===== config.mk =====
export PLATFORM = sky130hd
export DESIGN_NAME = sel_mux_pipe
export DESIGN_NICKNAME = d
export VERILOG_FILES = /design/src/rtl/sel_mux_pipe.sv
export SDC_FILE = /design/constraint.sdc
export NUM_CORES = 1
export LEC_CHECK = 0
export ABC_AREA = 0
export ABC_CLOCK_PERIOD_IN_PS = 3900
export CORE_MARGIN = 4
export CORE_UTILIZATION = 33
export DETAILED_ROUTE_END_ITERATION = 10
export PLACE_DENSITY = 0.82
export SLEW_MARGIN = 20
export SYNTH_ARGS = -nofsm -noshare
export SYNTH_HDL_FRONTEND = slang
export SYNTH_SLANG_ARGS = --single-unit

===== constraint.sdc =====
create_clock -name clk -period 3.9 [get_ports clk]
set_input_delay 0.585 -clock clk [delete_from_list [all_inputs] [get_ports clk]]
set_output_delay 0.585 -clock clk [all_outputs]
set_load 0.01 [all_outputs]

===== src/rtl/sel_mux_pipe.sv =====
`default_nettype none
// ============================================================================
// Module      : sel_mux_pipe
// Description : Selects one of NumIn data inputs by Sel and buffers the
//               result in a 2-entry skid buffer with valid/ready handshakes.
//               Out-of-range selects yield zero data and set sel_err.
// Revision    : 1.0 - initial release
// ============================================================================
module sel_mux_pipe #(
  parameter int DataBit = 32,
  parameter int NumIn   = 8,
  parameter int SelBit  = 3
) (
  input  logic                     clk,
  input  logic                     reset,
  input  logic [NumIn*DataBit-1:0] In,
  input  logic [SelBit-1:0]        Sel,
  input  logic                     in_valid,
  output logic                     in_ready,
  input  logic                     flush,
  output logic [DataBit-1:0]       Out,
  output logic                     sel_err,
  output logic                     out_valid,
  input  logic                     out_ready
);

  localparam logic [1:0] EMPTY = 2'd0;
  localparam logic [1:0] ONE   = 2'd1;
  localparam logic [1:0] TWO   = 2'd2;

  logic [1:0]         state;
  logic [1:0]         state_nxt;
  logic [DataBit-1:0] main_data;
  logic               main_err;
  logic [DataBit-1:0] skid_data;
  logic               skid_err;
  logic [DataBit-1:0] beat_data;
  logic               beat_err;
  logic               accept;
  logic               pop;

  assign accept = in_valid && in_ready;
  assign pop    = out_valid && out_ready;

  // Input select: an unmatched Sel leaves data at zero and flags an error
  always_comb begin
    beat_data = '0;
    beat_err  = 1'b1;
    for (int k = 0; k < NumIn; k++) begin
      if (Sel == SelBit'(k)) begin
        beat_data = In[k*DataBit +: DataBit];
        beat_err  = 1'b0;
      end
    end
  end

  // Occupancy state register; flush empties the buffer like reset does
  always_ff @(posedge clk) begin
    if (reset || flush) begin
      state <= EMPTY;
    end else begin
      state <= state_nxt;
    end
  end

  // Occupancy transitions from accept/pop
  always_comb begin
    state_nxt = state;
    case (state)
      EMPTY:   if (accept) state_nxt = ONE;
      ONE: begin
        if (accept && !pop)      state_nxt = TWO;
        else if (pop && !accept) state_nxt = EMPTY;
        else                     state_nxt = ONE;
      end
      TWO:     if (pop) state_nxt = ONE;
      default: state_nxt = EMPTY;
    endcase
  end

  // Main/skid data registers; cleared on reset and flush so Out reads 0
  always_ff @(posedge clk) begin
    if (reset || flush) begin
      main_data <= '0;
      main_err  <= 1'b0;
      skid_data <= '0;
      skid_err  <= 1'b0;
    end else begin
      case (state)
        EMPTY: begin
          if (accept) begin
            main_data <= beat_data;
            main_err  <= beat_err;
          end
        end
        ONE: begin
          if (accept && pop) begin
            main_data <= beat_data;
            main_err  <= beat_err;
          end else if (accept) begin
            skid_data <= beat_data;
            skid_err  <= beat_err;
          end
        end
        TWO: begin
          if (pop) begin
            main_data <= skid_data;
            main_err  <= skid_err;
          end
        end
        default: begin
          main_data <= '0;
          main_err  <= 1'b0;
        end
      endcase
    end
  end

  // Handshake and data outputs come from registered state only (plus reset)
  always_comb begin
    out_valid = (state == ONE) || (state == TWO);
    in_ready  = !reset && (state != TWO);
    Out       = main_data;
    sel_err   = main_err;
  end

endmodule
`default_nettype wire


# Word level (Yosys, flattened, before mapping)
# Cells that the tools add are included.
# word_totals
ff_bits,68
inputBits,264
word_cells,64
# classes
eq_ne,13
mux,29
n_bitwise,1
reduce_logical,16
# ops
op,n
2-to-1 mux 32 bit,11
case mux 32 bit (3 select lines),1
"equality test 3 bit, second input constant",4
2-to-1 mux 1 bit,12
"!= test 2 bit, second input constant",4
"equality test 3 x 2 -> 1 bit, second input constant",2
logical AND 1 bit,6
2-to-1 mux 2 bit,3
case mux 2 bit (3 select lines),1
AND reduction 3 bit,2
"equality test 3 x 1 -> 1 bit, second input constant",1
zero test 1 bit,3
zero test 3 bit,1
case mux 1 bit (3 select lines),1
"equality test 2 x 1 -> 1 bit, second input constant",1
"equality test 2 bit, second input constant",1
zero test 2 bit,1
logical OR 1 bit,2
AND reduction 2 bit,1
inverter 1 bit,1

# Logic depth before layout (Yosys ltp)
# depth
ltp_word,11
depth_mapped,11
ltp_nobuf,9

# Worst setup path after synthesis
# OpenSTA, ideal clock, no wires.
# synth_path
path_kind,register -> register
start,reg state[0]
end,reg main_data[19] (netlist: Out[19])
setup_ns,0.132
arrival_time_ns,2.112
setup_slack_ns,1.656
stages_incl_launch_ff,12
path_buffers,2
period_less_slack_ns,2.244
path_cell_list,dfxtp_1 -> inv_1 -> ha_1 -> nand2_1 -> inv_1 -> ha_1 -> mux2_2 -> o311a_1 -> buf_6 -> buf_6 -> a222oi_1 -> a21oi_1
# synth_via
elab_chain_cells,6
word_cells_on_any_way,14
cone_classes,6 x eq/ne; 1 x mux; 7 x reduce/logical
# synth_rtl
item,line,rtl
from (decl),31,logic [1:0] state;
from (signal assigned),62,state <= state_nxt;
equality test 2 x 1 -> 1 bit / equality test 2 bit (equally long branches),121,out_valid = (state == ONE) || (state == TWO);
logical OR 1 bit (*),121,
net out_valid,23,"output logic out_valid,"
logical AND 1 bit (*),43,assign pop = out_valid && out_ready;
logical AND 1 bit,97,if (accept && pop) begin
!= test 2 bit (no line),-,
AND reduction 3 bit (no line) (*),-,
to (signal assigned),92,main_data <= beat_data;
to (signal assigned),98,main_data <= beat_data;
to (signal assigned),107,main_data <= skid_data;
to (decl),33,logic [DataBit-1:0] main_data;
# Mark *: on every way through the listed nets, which the timed path passes. The rest lies on a longest branch.
# A chain may end at the register's enable or synchronous reset.

# Worst setup path after layout
# layout_path
start,reg state[0]
end,reg main_data[11] (netlist: Out[11])
# layout_via
elab_chain_cells,6
word_cells_on_any_way,14
cone_classes,6 x eq/ne; 1 x mux; 7 x reduce/logical
# layout_rtl
item,line,rtl
"!= test 2 bit, or another cell as far along",122,in_ready = !reset && (state != TWO);
logical AND 1 bit / logical OR 1 bit (equally long branches),"122, 121",
"logical AND 1 bit, on equally long branches","42, 43",
logical AND 1 bit,97,
!= test 2 bit (no line),-,
AND reduction 3 bit (no line),-,
# Parallel ways exist; a longest one is shown, timed or not.

==> summary.md <==
| Metric | Value |
|---|---|
| Max Cap Viol | `0` |
| Clk sink count | `approximately 70` |
| WP data required | `~4100 ps` |
| Routed wire length | `21.25 mm` |
| Antenna violations before repair | `0` |
| Register area share after synthesis | `25.78%` |
| Synth area leader | `dfxtp_1` |
| Hold_ws | `455.5 ps` |
| Clock transition at path regs | `~60 ps` |
| GR Overflow Total | `0` |
| Drt wl/cell | `around 19 um` |
| Layout area overhead | `63.27%` |
| Final setup viols | `0` |
| Vias in the first global route | `6415` |
| Net total in the final layout | `1181` |
| Post-synth top area share | `between 20% and 30%` |
| Critical Path End Type | `flip-flop` |
| Worst path arrival time | `2840 ps` |
| Pin count of the biggest net entering global routing | `87` |
| Status | `completed` |
| Hold path depth | `2` |
| 1st-iter DRT viols | `roughly 500` |
| Peak supply drop | `173.8 uV` |
| Met3 wire length | `1.955 mm` |
| Hold Buf Count CTS | `0` |
| Clk_skew | `between 7 and 8 ps` |
| Fin crit share | `66.90%` |
| Antenna diode count | `0` |
| Port Buf Inserts | `a little under 300` |
| RSZ-0062 raised after global routing | `false` |
| ANT nets after route | `0` |
| Die H | `134.5 um` |
| Final estimated routing congestion in global placement | `0.8277` |
| Yosys cell types | `34` |
| Area contributors post-synth | `dfxtp_1 26%, mux2i_1 18%, o221ai_1 10%` |
| Post-synth EDFFs | `0` |
| DRC viols | `0` |
| Worst-margin pin slew | `877.2 ps` |
| Layout cells sized above 1 | `4.814%` |
| CTS tree | `done` |
| Setup TNS | `0 ps` |
| Post-CTS setup buffers | `0` |
| Drt via density | `5.636` |
| Wire length on met2 | `approximately 11 mm` |
| Post-Syn Instances | `653` |
| Slew Limit Fails | `0` |
| FILL cells | `1450` |
| DR pass1 iterations | `8` |
| Clk_lat worst skew | `320 ps` |
| Worst Setup Slack, final | `1291 ps` |
| Synth cell count leaders | `96 x mux2i_1, 68 x dfxtp_1, 68 x inv_1` |
| Top-count cell post-synth | `mux2i_1` |
| Final hold violation count | `0` |
| Initial Util | `34.23%` |
| Crit Path Max Fanout | `34` |
| Top sig layer | `met4` |
| WL met1 | `~8.3 mm` |
| Core ar. | `15430 um2` |
| Place WS | `996.4 ps` |
| Longest Clk Path Bufs | `2` |
| Post-synth ARST share | `0%` |
| DIE AREA | `18090 um2` |
| Max-slew headroom | `41.38%` |
| Most used DFF post-synth | `dfxtp_1` |
| Root Driver | `clkbuf_16` |
| Avg Cell Area, Syn | `8.086 um2` |
| All-layer global routing usage | `between 20% and 30%` |
| Power Dens Cells | `252.1 nW/um2` |
| Fmax | `0.3832 GHz` |
| CTS H-tree depth | `3` |
| Cell row count | `45` |
| Setup Crit Path Kind | `reg2reg` |
| #FFs+latches synth | `68` |
| Vias post-DR | `6340` |
| Worst r2r path cells | `9` |
| I/O pins | `299` |
| Die W | `134.5 um` |
| Syn Nets | `about 900` |
| First-pass GRT wire length | `approximately 32 mm` |
| TritonCTS buffer count | `9` |
| Post-cts repair resize count | `0` |
| Mapped Area | `5280 um2` |
| HP Class | `reg2reg` |
| CP startpoint kind | `flip-flop` |
| Dpl hpwl | `15.98 mm` |
| Final core utilization | `between 50% and 60%` |
| Pwr Total | `2173 uW` |
| Leakage | `0.003402 uW` |
| Ys Warns | `0` |
| Min cycle time layout | `2609 ps` |
## routing by layer
layer,vias up,global-route usage [%]
li1,3027,-
met1,2993,24.82
met2,293,40.75
met3,27,5.849
met4,0,5.939
met5,-,0
## state kept, by name (all words and copies together), names as in the netlist
signal / count
sel_err: 1
skid_err: 1
skid_data: 32
Out: 32
state: 2
## worst max-delay path: stages (launching register included)
cell and delay, ps:
dfxtp_1 400, inv_1 80, ha_1 300, nor3b_4 400
ha_1 300, mux2_2 180, o311a_2 180, buf_4 340
nand4_1 140, a21oi_1 170
## report_power, final
group	switching (uW)	total (uW)	internal, uW
combinational	307	704	397
clock	302	747	445
sequential	10.4	722	712
## logic make-up after synthesis
kind of cell    Yosys count  share of synthesized area (%)
flops                    68                          25.78
simple gates            116                          12.16
fa+ha+maj                 8                          1.896
buf+inv                 133                          10.64
compound gates          228                          30.26
mux                     100                          19.27
## cell type report
class / count / area, um2 / area share [%]
clock buffers: 10 / 239.0 / 2.772
clock inverters: 6 / 40.04 / 0.4644
inverters: 68 / 255.2 / 2.961
multi-input cells: 452 / 3386 / 39.27
flip-flops and latches: 68 / 1361 / 15.79
well taps: 211 / 264.0 / 3.062
repair buffers: 310 / 3075 / 35.67
## final timing paths
check	start	end	slack [ps]
setup / recovery	state[0]	Out[11]	1290
hold / removal	sel_err	sel_err	460
setup reg to reg	state[0]	Out[11]	1290
hold reg to reg	sel_err	sel_err	460
## metrics by stage
| stage | area [um2] | std cells |
|---|---|---|
| finish | 8621 | 1125 |
| CTS | 8621 | 1125 |
| floorplan | 5280 | 653 |
| global placement | 8342 | 1109 |
| detailed placement | 8342 | 1109 |
| global route | 8621 | 1125 |
## placed cells by master (no fill, tap or decap), types with 2 or more instances in the layout
cell               n
clkbuf_16          9
clkinv_2           2
a222oi_1          31
nand2_1           35
and3_1             2
and2_1            31
mux2i_1           96
ha_1               8
o221ai_1          62
buf_4             13
nand4_1           31
nor2b_1            2
inv_1             68
clkinvlp_4         4
a31oi_1           31
nor3b_1            2
nor2_1             4
nand2b_2           2
dfxtp_1           68
mux2_2             3
o21ai_0           32
clkdlybuf4s50_1  295
a21oi_1           66
(Power assumes the default switching activity.)
